`src/rtl/prm_edge_mask_packer.sv`:
```
// Packs GROUP_W-bit edge_mask beats LSB-first into WORD_W-bit words with a per-frame
// word address, and reports the saturated blocked-edge count of each completed frame.
module prm_edge_mask_packer #(
    parameter int GROUP_W = 8,
    parameter int WORD_W  = 32,
    parameter int ADDR_W  = 10,
    parameter int CNT_W   = 12
) (
    input  logic               clk,
    input  logic               rst,
    input  logic               in_valid,
    output logic               in_ready,
    input  logic [GROUP_W-1:0] in_mask,
    input  logic               in_last,
    output logic               out_valid,
    input  logic               out_ready,
    output logic [WORD_W-1:0]  out_data,
    output logic [ADDR_W-1:0]  out_addr,
    output logic               out_last,
    output logic [CNT_W-1:0]   frame_blocked,
    output logic               frame_done,
    output logic               addr_ovf
);

    localparam int N      = WORD_W / GROUP_W;
    localparam int FILL_W = (N > 1) ? $clog2(N) : 1;
    localparam int PC_W   = $clog2(GROUP_W + 1);
    localparam int SUM_W  = ((CNT_W > PC_W) ? CNT_W : PC_W) + 1;
    localparam logic [SUM_W-1:0] CNT_MAX = SUM_W'((64'd1 << CNT_W) - 64'd1);

    typedef enum logic {
        S_IDLE,
        S_FILL
    } state_t;

    // Handshake: a transfer happens on a rising edge where valid && ready are both high.
    // in_ready depends only on the output register, never on in_valid.

    state_t              state_q, state_d;
    logic [WORD_W-1:0]   acc_q, acc_d;
    logic [FILL_W-1:0]   fill_q, fill_d;
    logic [ADDR_W-1:0]   addr_q, addr_d;
    logic [CNT_W-1:0]    cnt_q, cnt_d;
    logic                out_valid_q, out_valid_d;
    logic [WORD_W-1:0]   out_data_q, out_data_d;
    logic [ADDR_W-1:0]   out_addr_q, out_addr_d;
    logic                out_last_q, out_last_d;
    logic [CNT_W-1:0]    frame_blocked_q, frame_blocked_d;
    logic                frame_done_q, frame_done_d;
    logic                addr_ovf_q, addr_ovf_d;

    logic                accept;
    logic                word_done;
    logic [WORD_W-1:0]   merged;
    logic [PC_W-1:0]     beat_pc;
    logic [SUM_W-1:0]    cnt_sum;
    logic [CNT_W-1:0]    cnt_sat;

    function automatic logic [PC_W-1:0] popcount(input logic [GROUP_W-1:0] m);
        logic [PC_W-1:0] c;
        c = '0;
        for (int i = 0; i < GROUP_W; i++) begin
            c = c + PC_W'(m[i]);
        end
        return c;
    endfunction

    assign in_ready = !out_valid_q || out_ready;

    always_comb begin
        accept    = in_valid && in_ready;
        word_done = accept && (in_last || (fill_q == FILL_W'(N - 1)));
        merged    = acc_q | (WORD_W'(in_mask) << (int'(fill_q) * GROUP_W));
        beat_pc   = popcount(in_mask);
        cnt_sum   = SUM_W'(cnt_q) + SUM_W'(beat_pc);
        cnt_sat   = (cnt_sum > CNT_MAX) ? {CNT_W{1'b1}} : cnt_sum[CNT_W-1:0];
    end

    always_comb begin
        state_d = state_q;
        case (state_q)
            S_IDLE:  if (accept && !in_last) state_d = S_FILL;
            S_FILL:  if (accept && in_last)  state_d = S_IDLE;
            default: state_d = S_IDLE;
        endcase
    end

    always_comb begin
        acc_d           = acc_q;
        fill_d          = fill_q;
        addr_d          = addr_q;
        cnt_d           = cnt_q;
        out_valid_d     = out_valid_q;
        out_data_d      = out_data_q;
        out_addr_d      = out_addr_q;
        out_last_d      = out_last_q;
        frame_blocked_d = frame_blocked_q;
        frame_done_d    = 1'b0;
        addr_ovf_d      = addr_ovf_q;

        if (out_valid_q && out_ready) begin
            out_valid_d = 1'b0;
        end

        if (accept) begin
            acc_d  = merged;
            fill_d = fill_q + FILL_W'(1);
            cnt_d  = cnt_sat;
            if (word_done) begin
                // A completing beat reloads the output register even during a handover.
                out_valid_d = 1'b1;
                out_data_d  = merged;
                out_addr_d  = addr_q;
                out_last_d  = in_last;
                acc_d       = '0;
                fill_d      = '0;
                if (in_last) begin
                    addr_d = '0;
                end else if (addr_q == {ADDR_W{1'b1}}) begin
                    addr_d     = '0;
                    addr_ovf_d = 1'b1;
                end else begin
                    addr_d = addr_q + ADDR_W'(1);
                end
            end
            if (in_last) begin
                frame_blocked_d = cnt_sat;
                frame_done_d    = 1'b1;
                cnt_d           = '0;
            end
        end
    end

    always_ff @(posedge clk or posedge rst) begin
        if (rst) begin
            state_q         <= S_IDLE;
            acc_q           <= '0;
            fill_q          <= '0;
            addr_q          <= '0;
            cnt_q           <= '0;
            out_valid_q     <= 1'b0;
            out_data_q      <= '0;
            out_addr_q      <= '0;
            out_last_q      <= 1'b0;
            frame_blocked_q <= '0;
            frame_done_q    <= 1'b0;
            addr_ovf_q      <= 1'b0;
        end else begin
            state_q         <= state_d;
            acc_q           <= acc_d;
            fill_q          <= fill_d;
            addr_q          <= addr_d;
            cnt_q           <= cnt_d;
            out_valid_q     <= out_valid_d;
            out_data_q      <= out_data_d;
            out_addr_q      <= out_addr_d;
            out_last_q      <= out_last_d;
            frame_blocked_q <= frame_blocked_d;
            frame_done_q    <= frame_done_d;
            addr_ovf_q      <= addr_ovf_d;
        end
    end

    assign out_valid     = out_valid_q;
    assign out_data      = out_data_q;
    assign out_addr      = out_addr_q;
    assign out_last      = out_last_q;
    assign frame_blocked = frame_blocked_q;
    assign frame_done    = frame_done_q;
    assign addr_ovf      = addr_ovf_q;

endmodule

```
`config.mk`:
```
export PLATFORM = sky130hd
export DESIGN_NAME = prm_edge_mask_packer
export DESIGN_NICKNAME = d
export VERILOG_FILES = /design/src/rtl/prm_edge_mask_packer.sv
export SDC_FILE = /design/constraint.sdc
export NUM_CORES = 1
export LEC_CHECK = 0
export ABC_CLOCK_PERIOD_IN_PS = 4700
export BUFFER_PORTS_ARGS = -buffer_cell sky130_fd_sc_hd__buf_2
export CAP_MARGIN = 20
export CORE_MARGIN = 8
export CORE_UTILIZATION = 40
export CTS_BUF_LIST = sky130_fd_sc_hd__clkbuf_16
export CTS_CLUSTER_DIAMETER = 80
export DETAILED_ROUTE_END_ITERATION = 7
export HOLD_SLACK_MARGIN = 0.02
export PLACE_DENSITY_LB_ADDON = 0.15
export SLEW_MARGIN = 20
export SYNTH_ARGS = -nofsm -noshare
export SYNTH_HDL_FRONTEND = slang
export SYNTH_SLANG_ARGS = --single-unit
```
`constraint.sdc`:
```
create_clock -name clk -period 4.7 [get_ports clk]
set_clock_uncertainty 0.05 [all_clocks]
set_input_delay 0.47 -clock clk [delete_from_list [all_inputs] [get_ports clk]]
set_output_delay 0.47 -clock clk [all_outputs]
set_load 0.01 [all_outputs]
```
==> summary.md, run 1 <==
| Metric | Value |
|---|---|
| Pin count of the biggest net entering global routing | `85` |
| Psw | `1.060 mW` |
| ANT cells | `0` |
| Register bit total from synthesis | `114` |
| Kind of end point of the critical path | `flop` |
| Total Wirelength | `12250 um` |
| Top cell by count, worst path | `fa_1` |
| Ports | `72` |
| Htree depth | `4` |
| R2R setup slack | `around 1.2 ns` |
| Antenna violations before repair | `0` |
| Syn_area_per_cell | `9.612 sq um` |
| CP Max Fanout | `9` |
| Top Family by Delay on Critical Path | `adder cells` |
| Post-Synth XOR/XNOR Area | `0.8516%` |
| Register area | `0.002853 sq mm` |
| Rows | `just over 40` |
| DP Area | `around 0.0056 sq mm` |
| Clock power frac | `38.7%` |
| Final Hold Fails | `0` |
| Via density | `5.147` |
| TritonCTS Buffers | `17` |
| Core area | `0.01257 sq mm` |
| Initial DRC count | `between 200 and 300` |
| Critical path, cell by cell | `buf_2 > fa_1 > inv_1 > fa_1 > fa_1 > fa_1 > fa_1 > nand2b_1 > a21oi_1 > nand2_1 > o211a_1 > a211oi_2` |
| Largest family of logic cells by synthesized area | `compound AO/OA/AOI/OAI gates` |
| Fin nets | `slightly above 600` |
| Detailed Routing Iterations Pass 1 | `4` |
| Setup violations, final | `0` |
| Sw frac | `a little under a third` |
| Setup bufs post-CTS | `0` |
| Post-CTS resize count | `0` |
| Main synth FF type | `dfrtp_1` |
| Mapped Nets | `561` |
| Post-synthesis simple-gate area fraction | `~16%` |
| Reg power frac | `37.1%` |
| Filler cell count | `1199` |
| Post-Layout Inst Area | `0.006183 sq mm` |
| Reg clk slew, reported paths | `~0.050 ns` |
| Drc violations | `0` |
| Vias | `between 3k and 4k` |
| Area leader, netlist | `dfrtp_1` |
| Chip Width | `about 130 um` |
| Synth Area in Compound Gates | `18.66%` |
| CTS tree | `done` |
| GRT Util Overall | `15.55%` |
| Antenna viol nets, final | `0` |
| Clock Path Buffers | `2` |
| Drt wl/cell | `15.80 um` |
| Worst flop-to-flop path endpoint | `cnt_q[7]` |
| Chip height | `roughly 130 um` |
| Top-count cell post-synth | `dfrtp_1` |
| CP bufs+invs | `2` |
| Status | `finished, final reports clean` |
| Area grow syn2layout | `20.24%` |
| Commonest cells in the netlist | `dfrtp_1 (114), a21oi_1 (108), nor2_1 (86)` |
| Post-route minimum period | `3.908 ns` |
| Post-CTS Hold Buffers | `0` |
| R2R cell count | `10` |
| Slew @ Worst Pin | `roughly 0.90 ns` |
| Final period utilization | `83.15%` |
| Critical Path Sink | `cnt_q[7]` |
| Slowest-stage cell, CP | `fa_1` |
| GRT overflow | `0` |
| Sequential-to-total area share from yosys stat | `55.47%` |
| Vias in the first global route | `roughly 4.1k` |
| Worst-Skew Late Latency | `0.41 ns` |
| Hold crit path type | `in -> async` |
| RSZ-0062 raised after global routing | `no` |
| Startpoint Class | `input port` |
| Post-Syn Area | `0.005142 sq mm` |
| DPL Wire Length | `8271 um` |
| Maximum clock frequency | `about 260 MHz` |
| Async SR Flop Fraction | `100.0%` |
| Clock Tree Root | `clkbuf_16` |
| Worst endpoint required time | `4.97 ns` |
| Final Util | `49.20%` |
| PD cells | `568.7 mW/mm^2` |
| Num Clock Sinks | `114` |
| Number of distinct library cells after synthesis | `58` |
| EDFF count, synth | `0` |
| Initial Util | `roughly two fifths` |
| Crit-path max cell delay | `0.54 ns` |
| Port bufs | `71` |
| Peak VDD IR | `approximately 0.22 mV` |
| Worst slew margin | `between 30% and 40%` |
| P_int | `2.456 mW` |
| Ys Warns | `0` |
| Adder-cell share of the synthesized area | `3.893%` |
| GPL Wtd Cong | `between 0.7 and 0.8` |
| Worst r2r src | `cnt_q[0]` |
| Layout cells sized above 1 | `19.40%` |
| Combinational group share of total power | `24.2%` |
| Worst setup startpoint | `in_mask[0]` |
| Max Slew Vio Count | `0` |
| P_leak | `approximately 3 nW` |
| Crit path DAT | `between 4 and 5 ns` |
| Setup_tns | `0 ns` |
| Top cells by area, synth | `dfrtp_1 (55%), a21oi_1 (11%), nor2_1 (6.3%)` |
| Mapped Cells | `535` |
| Setup CP Type | `in -> reg` |
| Die ar. | `~0.017 sq mm` |
| Critical path depth in cells | `12` |
| Mux contribution to synthesized area | `0.2190%` |
| Multi-input combinational cell area | `0.002049 sq mm` |
| First-pass GRT wire length | `20480 um` |
| Max-cap violations | `0` |
| Top-area cell type share of the netlist area | `55.47%` |
power by group through the flow:
stage | Sequential, mW | Combinational (mW) | Clock (mW)
global placement | 1.31 | 0.853 | 0
finish | 1.31 | 0.852 | 1.36
global route | 1.33 | 0.967 | 1.43
floorplan | 1.36 | 0.539 | 0
CTS | 1.31 | 0.872 | 1.38
detailed placement | 1.32 | 0.866 | 0
logic make-up (layout without fill, tap and decap cells):
logic type,after synthesis,in the layout
XOR/XNOR,5,5
AND/OR/NAND/NOR,187,187
buffers and inverters,53,121
multiplexers,1,1
flip-flops,114,114
AO/OA/AOI/OAI,162,162
adder cells (fa/ha/maj),13,13
placed cells by master (no fill, tap or decap), types with 4 or more instances in the layout:
cell,netlist,routed
clkbuf_16,0,17
a31oi_1,9,9
buf_4,3,4
nand2_1,59,59
o31ai_1,4,4
clkinv_2,0,5
fa_1,5,5
inv_1,14,15
ha_1,8,8
bufinv_16,0,5
nand3_1,7,7
and3_1,6,6
o22a_1,4,4
a22o_1,6,6
a21oi_1,108,108
nor2_1,86,86
o21ai_0,9,9
buf_2,13,71
dfrtp_1,114,114
layer usage:
layer | wire length (um) | vias up | track usage (%)
met5 | 0 | - | 0
met4 | 193 | 0 | 6.289
met3 | 643 | 16 | 4.601
met2 | 5818 | 86 | 24.39
met1 | 5591 | 1937 | 19.72
li1 | - | 1950 | -
state kept, by name (all words and copies together) (netlist names):
name and cells:
acc_q 32, addr_ovf 1, addr_q 10, cnt_q 12, fill_q 2, frame_blocked 12
frame_done 1, out_addr 10, out_data 32, out_last 1, out_valid 1
how the worst min path moves through the flow:
| stage | start | endpoint | slack, ns |
|---|---|---|---|
| after floorplan | acc_q[0] | acc_q[0] | 0.41 |
| after global placement | out_last | out_last | 0.40 |
| after detailed placement | out_addr[2] | out_addr[2] | 0.41 |
| after CTS | rst | out_last | 0.31 |
| after global routing | rst | out_last | 0.22 |
| final | rst | out_addr[8] | 0.16 |
stage by stage:
stage | setup slack, ns | hold WS (ns) | instances | power (mW)
after floorplan | 0.8075 | 0.4133 | 535 | 1.894
after global placement | 0.4511 | 0.4036 | 743 | 2.165
after detailed placement | 0.3704 | 0.4110 | 743 | 2.186
after CTS | 0.8121 | 0.3054 | 775 | 3.564
after global routing | 0.6011 | 0.2215 | 775 | 3.734
final | 0.7920 | 0.1563 | 775 | 3.517
layout make-up:
type	count	share of cell area, %
tap	172	3.480
clock buffer	17	6.880
sequential	114	46.14
inverter	14	0.9308
clock inverter	15	3.197
timing repair buffer	75	6.232
multi-input combinational	368	33.14
(Power assumes the default switching activity.)
==> run 2: changes to the inputs <==
--- a/config.mk
+++ b/config.mk
@@ -5,7 +5,7 @@
 export SDC_FILE = /design/constraint.sdc
 export NUM_CORES = 1
 export LEC_CHECK = 0
-export ABC_CLOCK_PERIOD_IN_PS = 4700
+export ABC_CLOCK_PERIOD_IN_PS = 3350
 export BUFFER_PORTS_ARGS = -buffer_cell sky130_fd_sc_hd__buf_2
 export CAP_MARGIN = 20
 export CORE_MARGIN = 8
==> constraint.sdc (replaced) <==
create_clock -name clk -period 3.35 [get_ports clk]
set_clock_uncertainty 0.05 [all_clocks]
set_input_delay 0.335 -clock clk [delete_from_list [all_inputs] [get_ports clk]]
set_output_delay 0.335 -clock clk [all_outputs]
set_load 0.01 [all_outputs]
==> run 2 against run 1 <==
Compared with the run above:
- the run now ends with negative setup slack left
- worst setup slack worse by 0.80 ns
- via count rose by 2.3%
- sequential share of layout area down 1.5 points
- power up 38%
- global-route usage up 0.29 points
- combinational power rose by 70%
- sequential power increased by 40%
- routed wire length down 0.14%
- non-clock buffer count rose by 19
- first-iteration DRC count grew 2.3%
- largest power group is now registers
==> summary.md, run 2 (synthesis results as in run 1) <==
| Metric | Value |
|---|---|
| CP Max Fanout | `7` |
| First-pass GRT wire length | `20620 um` |
| Slew @ Worst Pin | `around 0.95 ns` |
| Detailed Routing Iterations Pass 1 | `5` |
| Post-Layout Inst Area | `0.006385 sq mm` |
| Failing checks | `negative setup slack` |
| Filler cell count | `about 1.2k` |
| Register area | `0.002853 sq mm` |
| Kind of end point of the critical path | `flop` |
| Antenna viol nets, final | `0` |
| Setup CP Type | `in -> reg` |
| Worst endpoint required time | `3.62 ns` |
| Vias in the first global route | `between 4k and 5k` |
| Htree depth | `4` |
| Final period utilization | `100.3%` |
| PD cells | `between 700 and 800 mW/mm^2` |
| DP Area | `0.005725 sq mm` |
| CTS tree | `done` |
| Drc violations | `0` |
| Multi-input combinational cell area | `0.002170 sq mm` |
| DPL Wire Length | `8198 um` |
| Commonest non-fill, non-tap cell in the layout | `dfrtp_1` |
| GRT overflow | `0` |
| Max-cap violations | `0` |
| Via density | `5.148` |
| GPL Wtd Cong | `0.7509` |
| Chip height | `129.4 um` |
| Worst-Skew Late Latency | `0.41 ns` |
| Hold crit path type | `in -> reg` |
| Die ar. | `0.01674 sq mm` |
| Port bufs | `71` |
| Vias | `roughly 4.1k` |
| Layout cells sized above 1 | `a little under a quarter` |
| Maximum clock frequency | `297.5 MHz` |
| Peak VDD IR | `0.3473 mV` |
| WHS | `roughly 0.26 ns` |
| Drt wl/cell | `15.42 um` |
| RSZ-0062 raised after global routing | `yes` |
| Status | `complete, but fails checks` |
| TritonCTS Buffers | `17` |
| Fin nets | `635` |
| GRT Util Overall | `15.84%` |
| ANT cells | `0` |
| Core area | `approximately 0.013 sq mm` |
| Total Wirelength | `12230 um` |
| Setup WS post-layout | `-0.01127 ns` |
| Initial DRC count | `270` |
| Worst Hold Path Cells | `2` |
| Area grow syn2layout | `24.16%` |
| Max Slew Vio Count | `0` |
| Initial Util | `40.92%` |
| Num Clock Sinks | `114` |
| Worst Hold Endpoint | `cnt_q[11]` |
| Dpl ws | `-0.4906 ns` |
| Pin count of the biggest net entering global routing | `97` |
| Final Util | `50.80%` |
| Placed insts | `758` |
| Startpoint Class | `input port` |
| P_leak | `3.079 nW` |
| Worst slew margin | `between 30 and 40%` |
| Chip Width | `129.4 um` |
| Most frequent cells in the layout | `dfrtp_1 (114), a21oi_1 (106), nor2_1 (86)` |
| Finished Layout Cells | `793` |
| Setup violations, final | `2` |
| R2R setup slack | `between 0.15 and 0.2 ns` |
| HP Start | `in_last` |
| Worst r2r src | `cnt_q[0]` |
| Rows | `a little over 40` |
| Reg clk slew, reported paths | `0.05 ns` |
| Crit path DAT | `3.64 ns` |
| Antenna violations before repair | `0` |
| R2R cell count | `10` |
| Post-route minimum period | `roughly 3.4 ns` |
| Clock Tree Root | `clkbuf_16` |
| Final Hold Fails | `0` |
| Ports | `72` |
| Worst flop-to-flop path endpoint | `frame_blocked[5]` |
| Clock Path Buffers | `2` |
-- run 2: changes by cell type in the layout (fill, tap and decap cells not counted), sizes merged --
cell	change
buf	+18
bufinv	-4
dlygate4sd3	+1
inv	+1
clkinv	+2
-- run 2: worst max path at each step --
| stage | from | to |
|---|---|---|
| floorplan | in_mask[0] | cnt_q[9] |
| global placement | in_mask[0] | cnt_q[7] |
| detailed placement | in_mask[0] | cnt_q[7] |
| CTS | in_mask[0] | frame_blocked[9] |
| global route | in_mask[0] | frame_blocked[5] |
| finish | in_mask[0] | frame_blocked[5] |
-- run 2: critical path, stage by stage --
cell,delay (ns)
buf_8,0.10
fa_1,0.55
inv_1,0.05
fa_1,0.49
fa_1,0.44
fa_2,0.38
fa_2,0.35
nand2b_4,0.17
a21oi_4,0.26
nand2b_4,0.12
and3_4,0.19
o31ai_4,0.19
-- run 2: layout make-up --
type	count	area share, %
repair buffers	94	9.112
well taps	172	3.371
clock inverters	14	1.313
clock buffers	17	6.663
flip-flops and latches	114	44.68
inverters	14	0.8818
multi-input cells	368	33.98
-- run 2: per-layer routing --
metal / share of wire, % / vias to the layer above / global-route usage (%)
met3: 4.3 / 16 / 4.437
met2: 48 / 70 / 24.91
met5: 0 / - / 0
li1: - / 1987 / -
met4: 1.6 / 0 / 6.842
met1: 46 / 2009 / 20.04
-- run 2: stage by stage --
stage / total power [mW] / setup TNS (ns)
floorplan: 2.690 / -2.529
global placement: 3.131 / -8.487
detailed placement: 3.161 / -9.919
CTS: 4.779 / 0
global route: 5.174 / -1.404
finish: 4.846 / -0.01216
-- run 2: repair_timing --
item | CTS | global route
buffers inserted | 1 | 2
pin swaps | 1 | 18
endpoints found under the hold margin | 13 | 0
hold buffers | 1 | 0
endpoints found under the setup margin | 10 | 24
gates cloned | 0 | 0
gates resized for setup | 3 | 17
-- run 2: where the power goes --
group          total (mW)  switching, mW  internal [mW]
Clock                1.57          0.588          0.979
Combinational        1.45          0.803          0.648
Sequential           1.83          0.167           1.66
==> run 3: changes to the inputs <==
--- a/config.mk
+++ b/config.mk
@@ -15,6 +15,7 @@
 export DETAILED_ROUTE_END_ITERATION = 7
 export HOLD_SLACK_MARGIN = 0.02
 export PLACE_DENSITY_LB_ADDON = 0.15
+export SKIP_LAST_GASP = 1
 export SLEW_MARGIN = 20
 export SYNTH_ARGS = -nofsm -noshare
 export SYNTH_HDL_FRONTEND = slang
==> run 3 against run 2 <==
Compared with the run above:
- the run now ends clean
- sequential share of layout area barely moved
- via count rose by 0.44%
- sequential power barely moved
- combinational power barely moved
- hold slack got worse by 0.011 ns
- fmax rose by 0.37%
- clock power barely moved
- critical path depth did not move
- flip-flop and latch count did not move
- non-clock buffer count did not move
- first-iteration DRC count rose by 20%
==> summary.md, run 3 (synthesis results as in run 1) <==
| Metric | Value |
|---|---|
| Maximum clock frequency | `~300 MHz` |
| Placed insts | `approximately 760` |
| R2R setup slack | `about 0.20 ns` |
| Overall power | `4.844 mW` |
| PD cells | `759.0 mW/mm^2` |
| Drc violations | `0` |
| Clock power frac | `32.3%` |
| Kind of end point of the critical path | `flop` |
| Most frequent cells in the layout | `dfrtp_1 (114), a21oi_1 (107), nor2_1 (86)` |
| HP Start | `in_last` |
| Worst-Skew Late Latency | `0.41 ns` |
| Total Wirelength | `12220 um` |
| Slew @ Worst Pin | `slightly above 0.9 ns` |
| Worst r2r src | `cnt_q[0]` |
| Setup WS post-layout | `0.001057 ns` |
| R2R cell count | `10` |
| Antenna violations before repair | `0` |
| Post-route minimum period | `between 3 and 4 ns` |
| Final Hold Fails | `0` |
| Crit path DAT | `3.62 ns` |
| Commonest non-fill, non-tap cell in the layout | `dfrtp_1` |
| Via density | `slightly above 5` |
| Max-cap violations | `0` |
| Initial DRC count | `323` |
| Final Util | `50.78%` |
| P_int | `3.288 mW` |
| Chip height | `129.4 um` |
| Ports | `72` |
| Setup CP Type | `in -> reg` |
| Critical path, cell by cell | `buf_8 > fa_1 > inv_1 > fa_1 > fa_1 > fa_2 > fa_2 > nand2b_4 > a21oi_4 > nand2b_4 > and3_4 > o31ai_4` |
| Num Clock Sinks | `114` |
| Max Slew Vio Count | `0` |
| Status | `finished, final reports clean` |
| Hold crit path type | `in -> reg` |
| Finished Layout Cells | `793` |
| Worst Hold Endpoint | `cnt_q[11]` |
| Drt wl/cell | `approximately 15 um` |
| Worst slew margin | `around 37%` |
| Fin nets | `635` |
| Peak VDD IR | `0.3480 mV` |
| Sw frac | `32.13%` |
| Vias in the first global route | `approximately 4k` |
| Layout cells sized above 1 | `23.19%` |
| ANT cells | `0` |
| Setup violations, final | `0` |
| CP Max Fanout | `7` |
| Dpl ws | `-0.4906 ns` |
| Reg clk slew, reported paths | `0.05 ns` |
| DPL Wire Length | `~8200 um` |
| Reg power frac | `37.7%` |
| Die ar. | `0.01674 sq mm` |
| TritonCTS Buffers | `17` |
| Top cell by count, worst path | `fa_1` |
| Startpoint Class | `input port` |
| Top Family by Delay on Critical Path | `adder cells` |
| WHS | `0.2489 ns` |
| Worst endpoint required time | `~3.6 ns` |
| P_leak | `between 3 and 4 nW` |
| Slowest-stage cell, CP | `fa_1` |
| Vias | `roughly 4.1k` |
| GPL Wtd Cong | `0.7509` |
| GRT Util Overall | `15.81%` |
| Initial Util | `40.92%` |
| Worst Hold Path Cells | `2` |
| Area grow syn2layout | `24.11%` |
| Antenna viol nets, final | `0` |
| Combinational group share of total power | `29.9%` |
| GRT overflow | `0` |
| Htree depth | `4` |
| Port bufs | `~70` |
| Clock Path Buffers | `2` |
| Chip Width | `129.4 um` |
| CP bufs+invs | `2` |
| Pin count of the biggest net entering global routing | `97` |
| Crit-path max cell delay | `approximately 0.55 ns` |
| First-pass GRT wire length | `between 20000 and 25000 um` |
| Final period utilization | `99.97%` |
| RSZ-0062 raised after global routing | `yes` |
| Worst flop-to-flop path endpoint | `frame_blocked[5]` |
| Psw | `1.556 mW` |
| Detailed Routing Iterations Pass 1 | `5` |
| Core area | `0.01257 sq mm` |
| Clock Tree Root | `clkbuf_16` |
| Rows | `41` |
| CTS tree | `done` |
-- run 3: repair_timing --
item,4_1_cts,5_1_grt
pin swaps,1,16
endpoints found under the setup margin,10,24
hold endpoints to repair,13,0
resized for setup,2,18
gates cloned,0,0
buffers inserted,1,2
hold buffers,1,0
-- run 3: worst max path at each step --
stage               start                to  depth (start not counted)
3_5_place_dp   in_mask[0]          cnt_q[7]                         12
5_1_grt        in_mask[0]  frame_blocked[9]                         12
3_3_place_gp   in_mask[0]          cnt_q[7]                         12
2_1_floorplan  in_mask[0]          cnt_q[9]                         12
6_report       in_mask[0]  frame_blocked[5]                         12
4_1_cts        in_mask[0]  frame_blocked[9]                         12
-- run 3: worst reg2reg max path, cell delays in order (launching register included) --
cell and delay, ns:
dfrtp_1 0.35, inv_1 0.06, fa_1 0.52, fa_1 0.44
fa_2 0.38, fa_2 0.35, nand2b_4 0.17, a21oi_4 0.25
nand2b_4 0.12, and3_4 0.19, o31ai_4 0.19
-- run 3: power groups by stage --
| stage | sequential (mW) | combinational [mW] | clock, mW |
|---|---|---|---|
| finish | 1.83 | 1.45 | 1.57 |
| global route | 1.87 | 1.63 | 1.67 |
| CTS | 1.83 | 1.34 | 1.61 |
| detailed placement | 1.85 | 1.31 | 0 |
| global placement | 1.84 | 1.29 | 0 |
| floorplan | 1.90 | 0.789 | 0 |
-- run 3: final cells by class --
type	instances	area, sq um
clock buffer	17	425.4
clock inverter	14	83.83
fill	1177	6186
inverter	14	56.30
multi-input combinational	368	2171
sequential	114	2853
tap	172	215.2
timing repair buffer	94	578.1
-- run 3: routing by layer --
| layer | up-vias | part of all wire [%] | global-route usage (%) | routed length [um] |
|---|---|---|---|---|
| met5 | - | 0 | 0 | 0 |
| met4 | 0 | 1.7 | 6.842 | 213 |
| li1 | 1985 | - | - | - |
| met3 | 18 | 4.5 | 4.437 | 555 |
| met2 | 81 | 48 | 24.85 | 5891 |
| met1 | 2016 | 45 | 20.01 | 5557 |
-- run 3: stage by stage --
stage,setup TNS (ns),area (sq um)
floorplan,-2.529,5162
global placement,-8.487,5725
detailed placement,-9.919,5725
CTS,-0.05761,6262
global route,-1.369,6382
finish,0,6382
